File: config.mk
export PLATFORM = sky130hd
export DESIGN_NAME = proc_dmem_arb
export DESIGN_NICKNAME = d
export VERILOG_FILES = /design/src/rtl/tinyrv1_mem_pkg.sv /design/src/rtl/arb_wait_ctr.sv /design/src/rtl/proc_dmem_arb.sv
export SDC_FILE = /design/constraint.sdc
export NUM_CORES = 1
export LEC_CHECK = 0
export BUFFER_PORTS_ARGS = -buffer_cell sky130_fd_sc_hd__buf_2
export CAP_MARGIN = 25
export CORE_AREA = 5 5 114 116
export CTS_CLUSTER_SIZE = 16
export DETAILED_ROUTE_END_ITERATION = 8
export DIE_AREA = 0 0 119 121
export PLACE_DENSITY = 0.58
export SLEW_MARGIN = 0
export SYNTH_ARGS = -nofsm -noshare
export SYNTH_HDL_FRONTEND = slang
export SYNTH_SLANG_ARGS = --single-unit
File: constraint.sdc
create_clock -name clk -period 1.8 [get_ports clk]
set_input_delay 0.09 -clock clk [delete_from_list [all_inputs] [get_ports clk]]
set_output_delay 0.09 -clock clk [all_outputs]
set_load 0.03 [all_outputs]
File: src/rtl/tinyrv1_mem_pkg.sv
// Shared data-memory request definitions for the tinyrv1 processor and its
// memory-side arbitration logic.
package tinyrv1_mem_pkg;

  localparam logic MEMREQ_READ  = 1'b0;
  localparam logic MEMREQ_WRITE = 1'b1;

  // "type" is a reserved word, so the request kind lives in req_type.
  typedef struct packed {
    logic        val;
    logic        req_type;
    logic [31:0] addr;
    logic [31:0] wdata;
  } dmemreq_t;

endpackage

File: src/rtl/arb_wait_ctr.sv
// Saturating count of consecutive cycles the external requester was denied.
// Synchronous clear has priority over increment; the count holds at SAT.
module arb_wait_ctr #(
  parameter int CW  = 4,
  parameter int SAT = 4
) (
  input  logic          clk,
  input  logic          rst,
  input  logic          clr,
  input  logic          inc,
  output logic [CW-1:0] cnt
);

  localparam logic [CW-1:0] SAT_VAL = CW'(SAT);

  // NOTE: registered state uses non-blocking assignments so every flop samples
  // pre-edge values, independent of block ordering.
  always_ff @(posedge clk) begin
    if (rst || clr) begin
      cnt <= '0;
    end else if (inc && (cnt != SAT_VAL)) begin
      cnt <= cnt + 1'b1;
    end
  end

endmodule

File: src/rtl/proc_dmem_arb.sv
// Two-way arbiter for the single data-memory port: processor M stage has fixed
// priority, external requester is forced through after MAX_WAIT denied cycles.
module proc_dmem_arb
  import tinyrv1_mem_pkg::*;
#(
  parameter int MAX_WAIT = 4,
  parameter int CW       = 4
) (
  input  logic        clk,
  input  logic        rst,

  input  logic        proc_dmemreq_val,
  input  logic        proc_dmemreq_type,
  input  logic [31:0] proc_dmemreq_addr,
  input  logic [31:0] proc_dmemreq_wdata,
  output logic        proc_dmemreq_rdy,
  output logic        proc_dmemresp_val,
  output logic [31:0] proc_dmemresp_rdata,

  input  logic        ext_dmemreq_val,
  input  logic        ext_dmemreq_type,
  input  logic [31:0] ext_dmemreq_addr,
  input  logic [31:0] ext_dmemreq_wdata,
  output logic        ext_dmemreq_rdy,
  output logic        ext_dmemresp_val,
  output logic [31:0] ext_dmemresp_rdata,

  output logic        mem_dmemreq_val,
  output logic        mem_dmemreq_type,
  output logic [31:0] mem_dmemreq_addr,
  output logic [31:0] mem_dmemreq_wdata,
  input  logic [31:0] mem_dmemresp_rdata
);

  dmemreq_t        proc_req;
  dmemreq_t        ext_req;
  dmemreq_t        gnt_req;
  logic [CW-1:0]   wait_cnt;
  logic            force_ext;
  logic            grant_ext;
  logic            grant_proc;
  logic            resp_pend;
  logic            resp_own;

  assign proc_req = '{val: proc_dmemreq_val, req_type: proc_dmemreq_type,
                      addr: proc_dmemreq_addr, wdata: proc_dmemreq_wdata};
  assign ext_req  = '{val: ext_dmemreq_val, req_type: ext_dmemreq_type,
                      addr: ext_dmemreq_addr, wdata: ext_dmemreq_wdata};

  // Grants are suppressed while rst is high so nothing reaches memory during reset.
  assign force_ext  = (wait_cnt == CW'(MAX_WAIT));
  assign grant_ext  = !rst && ext_req.val && (!proc_req.val || force_ext);
  assign grant_proc = !rst && proc_req.val && !grant_ext;

  assign proc_dmemreq_rdy = grant_proc;
  assign ext_dmemreq_rdy  = grant_ext;

  arb_wait_ctr #(
    .CW  (CW),
    .SAT (MAX_WAIT)
  ) u_wait_ctr (
    .clk (clk),
    .rst (rst),
    .clr (!ext_req.val || grant_ext),
    .inc (ext_req.val && !grant_ext),
    .cnt (wait_cnt)
  );

  // NOTE: gnt_req gets a full default before the if-chain so no path leaves it
  // unassigned, which would otherwise infer a latch.
  always_comb begin
    gnt_req = '0;
    if (grant_ext) begin
      gnt_req = ext_req;
    end else if (grant_proc) begin
      gnt_req = proc_req;
    end
  end

  assign mem_dmemreq_val   = gnt_req.val;
  assign mem_dmemreq_type  = gnt_req.req_type;
  assign mem_dmemreq_addr  = gnt_req.addr;
  assign mem_dmemreq_wdata = gnt_req.wdata;

  // One-deep response pipe: memory answers a read exactly one cycle after accept.
  always_ff @(posedge clk) begin
    if (rst) begin
      resp_pend <= 1'b0;
      resp_own  <= 1'b0;
    end else begin
      resp_pend <= gnt_req.val && (gnt_req.req_type == MEMREQ_READ);
      resp_own  <= grant_ext;
    end
  end

  assign proc_dmemresp_val   = !rst && resp_pend && !resp_own;
  assign ext_dmemresp_val    = !rst && resp_pend && resp_own;
  assign proc_dmemresp_rdata = proc_dmemresp_val ? mem_dmemresp_rdata : 32'h0;
  assign ext_dmemresp_rdata  = ext_dmemresp_val  ? mem_dmemresp_rdata : 32'h0;

endmodule

[Word level (Yosys, flattened, before mapping)]
Cells that the tools add are included.
Word-level totals
  logic and storage cells: 29
  bits of input ports: 166
  bits in registers: 6
  output and inout bits: 134
Operators by class
  add/sub/neg operators: 1
  reduce and logical (&&, ||, !) cells: 18
  multiplexer cells: 4
  equal/unequal tests: 2
  bitwise logic cells: 1
Operator list (count)
  2-to-1 mux 66 bit: 2
  2-to-1 mux 32 bit: 2
  logical AND 1 bit: 10
  zero test 1 bit: 5
  adder 4 x 1 -> 4 bit (second input constant): 1
  equality test 4 x 3 -> 1 bit (second input constant): 1
  != test 4 x 3 -> 1 bit (second input constant): 1
  logical OR 1 bit: 3
  inverter 1 bit: 1

[Depth between registers and ports, before layout]
Gate-level depths: netlist of run 1.
  depth after elaboration: 9
  mapped depth: 7
  mapped depth without buffers: 5

[Cells and area by module]
Synthesis of run 1 repeated with hierarchy kept, for this count alone.
Second synthesis, totals
  cells, all modules: 492
  area total of the unflattened synthesis: 2798.9 µm²
By module, submodules not included
  proc_dmem_arb: instances 1, area an instance 2578.7 µm², seq. area each 40.0 µm², cells an instance 465
  arb_wait_ctr: instances 1, area an instance 220.2 µm², seq. area each 80.1 µm², cells an instance 27

[Least setup slack after synthesis of run 1]
No wires, ideal clock.
  kind: register to output
  from: register u_wait_ctr.cnt[0]
  to: output mem_dmemreq_addr[20]
  stages on the path, launching flop included: 7
  data required time: 1.710 ns
  slack: 0.178 ns
  data arrival time: 1.532 ns
  buffers on the path: 1
  cells stage by stage: dfxtp_1 > inv_1 > ha_1 > nand3b_4 > o211a_1 > buf_2 > a22o_1
On the way
  cells in the longest elaborated chain, start to end: 7
RTL lines
  start, declared: line arb_wait_ctr.sv:11  | output logic [CW-1:0] cnt
  start signal, assigned: line arb_wait_ctr.sv:22  | cnt <= cnt + 1'b1;
  equality test 4 x 3 -> 1 bit: line proc_dmem_arb.sv:51  | assign force_ext = (wait_cnt == CW'(MAX_WAIT));
  logical OR 1 bit: line proc_dmem_arb.sv:52  | assign grant_ext = !rst && ext_req.val && (!proc_req.val || force_ext);
  logical AND 1 bit: line proc_dmem_arb.sv:52
  zero test 1 bit: line proc_dmem_arb.sv:53  | assign grant_proc = !rst && proc_req.val && !grant_ext;
  logical AND 1 bit: line proc_dmem_arb.sv:53
  net proc_dmemreq_rdy: line proc_dmem_arb.sv:16  | output logic proc_dmemreq_rdy,
  2-to-1 mux 66 bit: line proc_dmem_arb.sv:75  | end else if (grant_proc) begin
  2-to-1 mux 66 bit: line proc_dmem_arb.sv:73  | if (grant_ext) begin
  end, declared: line proc_dmem_arb.sv:30  | output logic [31:0] mem_dmemreq_addr,
The timed path passes the listed nets, and every way through them passes these cells.

[Worst setup path in the final report of run 1]
  from: register u_wait_ctr.cnt[0]
  to: output mem_dmemreq_addr[31]
On the way
  cells in the longest elaborated chain, start to end: 7
RTL lines (line)
  equality test 4 x 3 -> 1 bit (*): proc_dmem_arb.sv:51
  logical OR 1 bit (*): proc_dmem_arb.sv:52
  logical AND 1 bit (*): proc_dmem_arb.sv:52
  zero test 1 bit: proc_dmem_arb.sv:53
  logical AND 1 bit: proc_dmem_arb.sv:53
  2-to-1 mux 66 bit: proc_dmem_arb.sv:75
  2-to-1 mux 66 bit (*): proc_dmem_arb.sv:73
Every way passes the cells marked *; elsewhere a longest branch is shown, timed or not.

==> flow_summary.yaml, run 1 <==
status:
  status: "complete, but fails checks"
  failed_checks: "negative setup slack"
critical_path:
  cpPeakStageDelay_ns: 0.34
  crit_path_max_fanout: 6
  path_class: "flop to output pin"
  crit_buf_inv: 3
  worstPathCellList: "inv_2 -> ha_4 -> nand3b_4 -> o211a_4 -> buf_12 -> a22o_1 -> buf_6"
  cp-end-kind: "output pin"
  crit_family: "compound AO/OA/AOI/OAI gates"
  arrival_ns: 1.74
  worstPathRequired_ns: 1.71
  startpoint_type: "flop"
  cpMaxStageDelayCell: "o211a_4"
final_layout:
  regArea_um2: 123
  nFillCells: 1271
  drive_gt1_share_pct: 68.6
  antenna_cells: 0
  fin_nets: 657
  finalInstanceArea_um2: 3750
  area_growth_pct: 165
  final_util_pct: 31.7
  multi_input_area_um2: 1190
routing:
  drt-total-wl_mm: 10.4
  routed_via_density: 4.14
  num_vias: 2627
  wl_per_cell_um: 16.4
  initialDrtViolationCount: 74
  antenna_left: 0
  dr.pass1.iters: 6
  drc: 0
sta:
  clock-skew-final_ns: 0.000219
  slew_headroom_pct: 76.8
  max_freq_mhz: 546
  finalSetupTns_ns: -0.295
  fin_ws_ns: -0.0307
  setup_viol: 37
  tightestPinTransition_ns: 0.344
  period_minus_slack_ns: 1.83
  hold_violations: 0
  rsz0062_at_grt: "yes"
  fin_crit_sh_pct: 102
  slew_viol_final: 0
global_routing:
  grtUsageTotal_pct: 12.2
  antenna_found_initial: 0
  grt.overflow.total: 0
  grt_max_degree: 47
  grt_pass1_vias: 2660
  grt_pass1_wl_mm: 14.2
power_and_ir_drop:
  ir_drop_uv: 200
  p_total_mw: 1.44
  powerDensity_nw_per_um2: 384
  p_leak_nw: 2.20
synthesis:
  synth_ff_type: "dfxtp_1"
  syn_nets: 351
  synth_fa_ha_area_share_pct: 1.77
  synthSimpleGateAreaFrac_pct: 35.2
  ys_warn_count: 0
  synthXorXnorAreaFrac_pct: 0
  syn_area_um2: 1420
  syn_inst: 183
  synth_top_family_by_area: "compound AO/OA/AOI/OAI gates"
  synthArstFlopShare_pct: 0
  synth_cell_types: 26
  synth-edff-count: 0
  seq_area_frac_synth_pct: 8.48
  synth_area_per_cell_um2: 7.74
  synth_compound_area_share_pct: 43.6
  muxShareOfSynthArea_pct: 0.707
  ys_seq_elements: 6
cts:
  clock_tree.buffer_depth: 2
  numCtsBuffers: 3
  hold_buffers: 0
  cts_tree: "built"
  cts_root_buf: "clkbuf_16"
  htreeDepth: 1
  clock-sinks: 6
  clkSlewWorstSetupHoldPaths_ns: 0.03
  clk_latency_ns: 0.23
place:
  place.gp.congestion: 0.862
  port_buffers: 299
  dp_hpwl_mm: 8.00
  placed_area_um2: 3070
die:
  die-area_um2: 14400
  core.rowCount: 40
  initial_core_util_pct: 12.0
  die_h_um: 121
  ios: 300
  core_um2: 11800
  die_x_um: 119
flow_run:
  timing.max_cap.violations: 0
hold_path:
  holdCritPathClass: "input pin to flop"
-- cell usage after synthesis (all sizes together) (2+ instances only) --
master / instances / area [µm²]
nor2b: 3 / 21.3
inv: 5 / 18.8
a22o: 65 / 569
clkbuf: 6 / 22.5
buf: 14 / 105
dfxtp: 6 / 120
ha: 2 / 25.0
nor2: 3 / 11.3
nor3b: 2 / 15.0
and2: 64 / 400
a21boi: 2 / 18.8
-- sequential cells by signal, summed over array words and instances (netlist names) --
register        cells
u_wait_ctr.cnt      4
resp_own            1
resp_pend           1
-- routing by layer --
| metal | vias to the layer above | part of all wire (%) | GRT usage, % |
|---|---|---|---|
| li1 | 1285 | - | - |
| met1 | 1184 | 36 | 12.9 |
| met2 | 144 | 55 | 23.5 |
| met3 | 14 | 7.9 | 3.64 |
| met4 | 0 | 1.4 | 2.90 |
| met5 | - | 0 | 0 |
-- cell usage in the layout (no fill, tap or decap), types with 2 or more instances in the layout --
cell type,n
and2_1,64
dfxtp_1,4
nor2_1,3
clkbuf_16,6
buf_8,2
buf_4,11
buf_16,3
buf_6,56
nor2b_1,2
inv_2,2
inv_1,3
buf_2,243
dfxtp_2,2
a22o_1,65
buf_12,2
-- logic make-up (layout without fill, tap and decap cells) --
kind of cell               count (synthesis)  count (layout)
and+or+nand+nor                           78              78
DFF                                        6               6
muxes                                      1               1
adders and majority gates                  2               2
buffers and inverters                     25             328
AOI/OAI and AO/OA                         71              72
-- per-stage QoR --
step / setup slack [ns] / std cells / hold slack, ns
floorplan: 0.178 / 183 / 0.196
global placement: 0.0803 / 617 / 0.326
detailed placement: 0.0815 / 617 / 0.325
CTS: -0.0329 / 626 / 0.0870
global route: -0.0693 / 634 / 0.100
finish: -0.0307 / 634 / 0.0895
-- final cells by class --
| cell class | count | area share, % |
|---|---|---|
| Timing Repair Buffer | 320 | 57.5 |
| Clock buffer | 3 | 2.00 |
| Sequential cell | 6 | 3.27 |
| Tap cell | 147 | 4.90 |
| Inverter | 5 | 0.501 |
| Multi-Input combinational cell | 153 | 31.8 |
-- power by group --
part,internal (mW),total (mW),switching [mW]
sequential,0.138,0.140,0.00224
clock,0.285,0.362,0.0771
combinational,0.440,0.937,0.497
-- worst paths after layout --
| path | from | end | slack, ns | cells past startpoint |
|---|---|---|---|---|
| max reg2reg | u_wait_ctr.cnt[0] | resp_pend | 0.27 | 6 |
| min | proc_dmemreq_type | resp_pend | 0.09 | 2 |
| min reg2reg | u_wait_ctr.cnt[0] | u_wait_ctr.cnt[0] | 0.51 | 2 |
| max | u_wait_ctr.cnt[0] | mem_dmemreq_addr[31] | -0.03 | 7 |
-- what timing repair did --
item | 4_1_cts | 5_1_grt
setup endpoints to repair | 66 | 65
pin swaps | 3 | 4
setup buffers | 3 | 3
resized for setup | 122 | 3
gates cloned | 3 | 5
Power figures use the tool's default switching activity.
==> inputs of run 2 (changes only) <==
--- a/config.mk
+++ b/config.mk
@@ -5,13 +5,13 @@
 export SDC_FILE = /design/constraint.sdc
 export NUM_CORES = 1
 export LEC_CHECK = 0
-export BUFFER_PORTS_ARGS = -buffer_cell sky130_fd_sc_hd__buf_2
 export CAP_MARGIN = 25
 export CORE_AREA = 5 5 114 116
 export CTS_CLUSTER_SIZE = 16
 export DETAILED_ROUTE_END_ITERATION = 8
 export DIE_AREA = 0 0 119 121
-export PLACE_DENSITY = 0.58
+export DONT_BUFFER_PORTS = 1
+export PLACE_DENSITY = 0.36
 export SLEW_MARGIN = 0
 export SYNTH_ARGS = -nofsm -noshare
 export SYNTH_HDL_FRONTEND = slang
==> flow_summary.yaml, run 2 (synthesis results as in run 1) <==
status:
  status: "complete, but fails checks"
  failed_checks: "negative setup slack"
sta:
  max_freq_mhz: 534
  fin_ws_ns: -0.0744
  fin_crit_sh_pct: 104
  slew_viol_final: 0
  tightestPinTransition_ns: 0.336
  hold_violations: 0
  rsz0062_at_grt: "yes"
  setup_viol: 65
  whs_ns: 0.0516
  slew_headroom_pct: 77.6
  finalSetupTns_ns: -2.55
  clock-skew-final_ns: 0.00226
  period_minus_slack_ns: 1.87
global_routing:
  grt_max_degree: 34
  grt.overflow.total: 0
  grtUsageTotal_pct: 10.9
  grt_pass1_vias: 2087
  grt_pass1_wl_mm: 12.5
  antenna_found_initial: 0
final_layout:
  final_common_cell: "and2_1"
  area_growth_pct: 144
  largest_reg_flops: 4
  nFillCells: 1244
  finalInstanceArea_um2: 3460
  fin_nets: 457
  drive_gt1_share_pct: 50.2
  antenna_cells: 0
  reg.largest.list: "u_wait_ctr.cnt x4, resp_own x1, resp_pend x1"
  multi_input_area_um2: 1310
  regArea_um2: 123
  final_cells: 434
  final_cell_mix: "and2_1, a22o_1, buf_12, buf_4, buf_6"
  regMostFlops: "u_wait_ctr.cnt"
  final_util_pct: 29.3
place:
  port_buffers: 0
  dp_cells: 413
  place.gp.congestion: 0.763
  placed_area_um2: 2880
  dp_hpwl_mm: 7.21
  post-place-ws_ns: 0.0285
cts:
  clk_latency_ns: 0.23
  clock-sinks: 6
  clock_tree.buffer_depth: 2
  htreeDepth: 1
  cts_tree: "built"
  cts_root_buf: "clkbuf_16"
  numCtsBuffers: 3
  clkSlewWorstSetupHoldPaths_ns: 0.03
routing:
  drc: 0
  antenna_left: 0
  dr.pass1.iters: 5
  drt-total-wl_mm: 9.60
  num_vias: 1962
  routed_via_density: 4.52
  initialDrtViolationCount: 36
  wl_per_cell_um: 22.1
die:
  die_h_um: 121
  core_um2: 11800
  die-area_um2: 14400
  ios: 300
  core.rowCount: 40
  die_x_um: 119
  initial_core_util_pct: 12.0
hold_path:
  whs_endpoint: "u_wait_ctr.cnt[0]"
  hold_start: "proc_dmemreq_val"
  holdCritPathClass: "input pin to flop"
  hold_depth: 2
power_and_ir_drop:
  ir_drop_uv: 266
  p_total_mw: 1.41
  powerDensity_nw_per_um2: 406
  p_leak_nw: 1.56
critical_path:
  r2r_start: "u_wait_ctr.cnt[0]"
  cp-end-kind: "output pin"
  rr_endpoint: "resp_pend"
  path_class: "flop to output pin"
  arrival_ns: 1.78
  crit_path_max_fanout: 17
  worstPathRequired_ns: 1.71
  rr_worst_depth: 7
  r2r_slack_ns: 0.32
  startpoint_type: "flop"
flow_run:
  timing.max_cap.violations: 0
==> run 2: changes by cell type in the layout (fill, tap and decap cells not counted), sizes merged <==
cell and delta:
clkbuf -1, dlygate4sd3 +3, buf -202
==> run 2: worst max-delay path by stage <==
stage,startpoint,endpoint,slack [ns],depth (start not counted)
after global placement,u_wait_ctr.cnt[0],mem_dmemreq_wdata[12],0.07,7
after floorplan,u_wait_ctr.cnt[0],mem_dmemreq_addr[20],0.18,6
after global routing,u_wait_ctr.cnt[0],mem_dmemreq_addr[12],-0.13,8
final,u_wait_ctr.cnt[0],mem_dmemreq_addr[24],-0.07,8
after detailed placement,u_wait_ctr.cnt[0],mem_dmemreq_wdata[12],0.03,7
after CTS,u_wait_ctr.cnt[1],mem_dmemreq_wdata[12],-0.06,7
==> run 2: layout make-up <==
cell class	count	share of cell area [%]
clock buffer	3	2.17
inverter	5	0.542
multi-input combinational	153	37.8
sequential	6	3.54
tap	147	5.32
timing repair buffer	120	50.7
==> run 2: per-layer routing <==
metal  GRT usage (%)  vias to the layer above  share of wire, %
li1                -                      890                 -
met1            12.2                      944                38
met2            20.1                      124                53
met3            4.62                        4               9.1
met4           0.941                        0              0.24
met5               0                        -                 0
==> run 2: critical path, cell delays in order (launching register included) <==
cell	delay (ns)
dfxtp_2	0.33
inv_2	0.07
ha_4	0.15
nand3b_4	0.11
a21boi_4	0.20
buf_4	0.16
buf_12	0.17
a22o_1	0.22
buf_12	0.13
==> run 2: what timing repair did <==
action,in CTS,in global routing
endpoints found under the hold margin,2,0
pin swaps,7,18
hold buffers,3,0
gates cloned,7,2
resized for setup,23,20
buffers inserted,5,3
setup endpoints to repair,65,65
==> run 2: report_power, final <==
group | switching (mW) | total, mW | leakage [nW] | internal [mW]
registers | 0.00256 | 0.141 | 0.0499 | 0.138
clock network | 0.0749 | 0.360 | 0.0370 | 0.285
logic | 0.456 | 0.905 | 1.47 | 0.449
==> inputs of run 3 (changes only) <==
--- a/config.mk
+++ b/config.mk
@@ -12,6 +12,7 @@
 export DIE_AREA = 0 0 119 121
 export DONT_BUFFER_PORTS = 1
 export PLACE_DENSITY = 0.36
+export RECOVER_POWER = 100
 export SLEW_MARGIN = 0
 export SYNTH_ARGS = -nofsm -noshare
 export SYNTH_HDL_FRONTEND = slang
==> flow_summary.yaml, run 3 (synthesis results as in run 1) <==
final_layout:
  antenna_cells: 0
  fin_nets: 457
  final_cell_mix: "and2_1, a22o_1, buf_12, buf_4, buf_6"
  area_growth_pct: 144
  final_common_cell: "and2_1"
  drive_gt1_share_pct: 49.8
  largest_reg_flops: 4
  reg.largest.list: "u_wait_ctr.cnt x4, resp_own x1, resp_pend x1"
  regMostFlops: "u_wait_ctr.cnt"
  final_cells: 434
routing:
  antenna_left: 0
  initialDrtViolationCount: 36
  routed_via_density: 4.52
  drc: 0
  drt-total-wl_mm: 9.60
  num_vias: 1962
  dr.pass1.iters: 5
  wl_per_cell_um: 22.1
place:
  dp_cells: 413
  post-place-ws_ns: 0.0285
  dp_hpwl_mm: 7.21
  port_buffers: 0
  place.gp.congestion: 0.763
cts:
  cts_tree: "built"
  clock-sinks: 6
  numCtsBuffers: 3
  clk_latency_ns: 0.23
  clkSlewWorstSetupHoldPaths_ns: 0.03
  cts_root_buf: "clkbuf_16"
  htreeDepth: 1
  clock_tree.buffer_depth: 2
power_and_ir_drop:
  pwr-share-clk_pct: 25.6
  p_leak_nw: 1.56
  p_int_uw: 872
  ir_drop_uv: 266
  pwr-share-seq_pct: 10.0
  p_sw_share_pct: 38.0
  power_frac_comb_pct: 64.4
  powerDensity_nw_per_um2: 406
  p_sw_uw: 534
hold_path:
  hold_depth: 2
  holdCritPathClass: "input pin to flop"
flow_run:
  timing.max_cap.violations: 0
global_routing:
  grt.overflow.total: 0
  grt_pass1_wl_mm: 12.5
  grt_max_degree: 34
  antenna_found_initial: 0
  grt_pass1_vias: 2087
  grtUsageTotal_pct: 10.9
sta:
  fin_crit_sh_pct: 104
  rsz0062_at_grt: "yes"
  period_minus_slack_ns: 1.87
  max_freq_mhz: 534
  slew_viol_final: 0
  clock-skew-final_ns: 0.00226
  tightestPinTransition_ns: 0.336
  slew_headroom_pct: 77.6
  fin_ws_ns: -0.0744
  setup_viol: 65
  hold_violations: 0
critical_path:
  crit_path_max_fanout: 17
  rr_endpoint: "resp_pend"
  startpoint_type: "flop"
  cp-end-kind: "output pin"
  rr_worst_depth: 7
  r2r_slack_ns: 0.30
  cp-startpoint: "u_wait_ctr.cnt[0]"
  path_class: "flop to output pin"
  arrival_ns: 1.78
  worstPathRequired_ns: 1.71
  crit_end: "mem_dmemreq_addr[24]"
  r2r_start: "u_wait_ctr.cnt[1]"
die:
  die_h_um: 121
  core_um2: 11800
  die-area_um2: 14400
  core.rowCount: 40
  die_x_um: 119
  initial_core_util_pct: 12.0
  ios: 300
status:
  failed_checks: "negative setup slack"
  status: "complete, but fails checks"
run 3: cell counts in the layout (fill, tap and decap cells not counted):
No cell type changed its count.
run 3: worst min-delay path by stage:
stage,from,to
floorplan,proc_dmemreq_val,resp_own
global placement,proc_dmemreq_val,resp_own
detailed placement,proc_dmemreq_val,resp_own
CTS,proc_dmemreq_val,u_wait_ctr.cnt[1]
global route,proc_dmemreq_val,u_wait_ctr.cnt[1]
finish,proc_dmemreq_val,u_wait_ctr.cnt[0]
run 3: area by class of cell:
cell class / count / area, µm²
Fill cell: 1245 / 8350
Timing Repair Buffer: 120 / 1750
Multi-Input combinational cell: 153 / 1310
Tap cell: 147 / 184
Sequential cell: 6 / 121
Clock buffer: 3 / 75.1
Inverter: 5 / 18.8
run 3: per-stage QoR:
stage	power, mW	util, %	area (µm²)	hold WS, ns	TNS (ns)
3_3_place_gp	0.929	24.4	2880	0.223	0
5_1_grt	1.45	29.3	3460	0.0595	-6.04
2_1_floorplan	0.572	-	1420	0.196	0
4_1_cts	1.38	28.0	3310	0.0496	-2.24
6_report	1.41	29.3	3460	0.0516	-2.55
3_5_place_dp	0.931	24.4	2880	0.226	0
run 3: metal layers:
layer,up-vias,routed length (µm),global-route usage (%)
met4,0,23,0.941
met3,4,870,4.62
li1,890,-,-
met1,944,3610,12.2
met2,124,5100,20.1
met5,-,0,0
run 3: worst max-delay path, stage by stage, from the launching register on:
cell and delay, ns:
dfxtp_2 0.33, inv_2 0.07, ha_4 0.15, nand3b_4 0.11
a21boi_4 0.20, buf_4 0.16, buf_12 0.17, a22o_1 0.22
buf_12 0.13
run 3: repair_timing:
item                       4_1_cts  5_1_grt
pin swaps                        7       18
resized for setup               23       20
hold endpoints to repair         2        0
setup endpoints to repair       65       65
hold buffers                     3        0
cloned                           7        2
buffers inserted                 5        3
run 3: power by group through the flow:
| stage | sequential [mW] | clock, mW | combinational [mW] |
|---|---|---|---|
| 2_1_floorplan | 0.141 | 0 | 0.430 |
| 3_3_place_gp | 0.142 | 0 | 0.787 |
| 3_5_place_dp | 0.142 | 0 | 0.789 |
| 4_1_cts | 0.140 | 0.363 | 0.878 |
| 5_1_grt | 0.141 | 0.371 | 0.940 |
| 6_report | 0.140 | 0.360 | 0.905 |
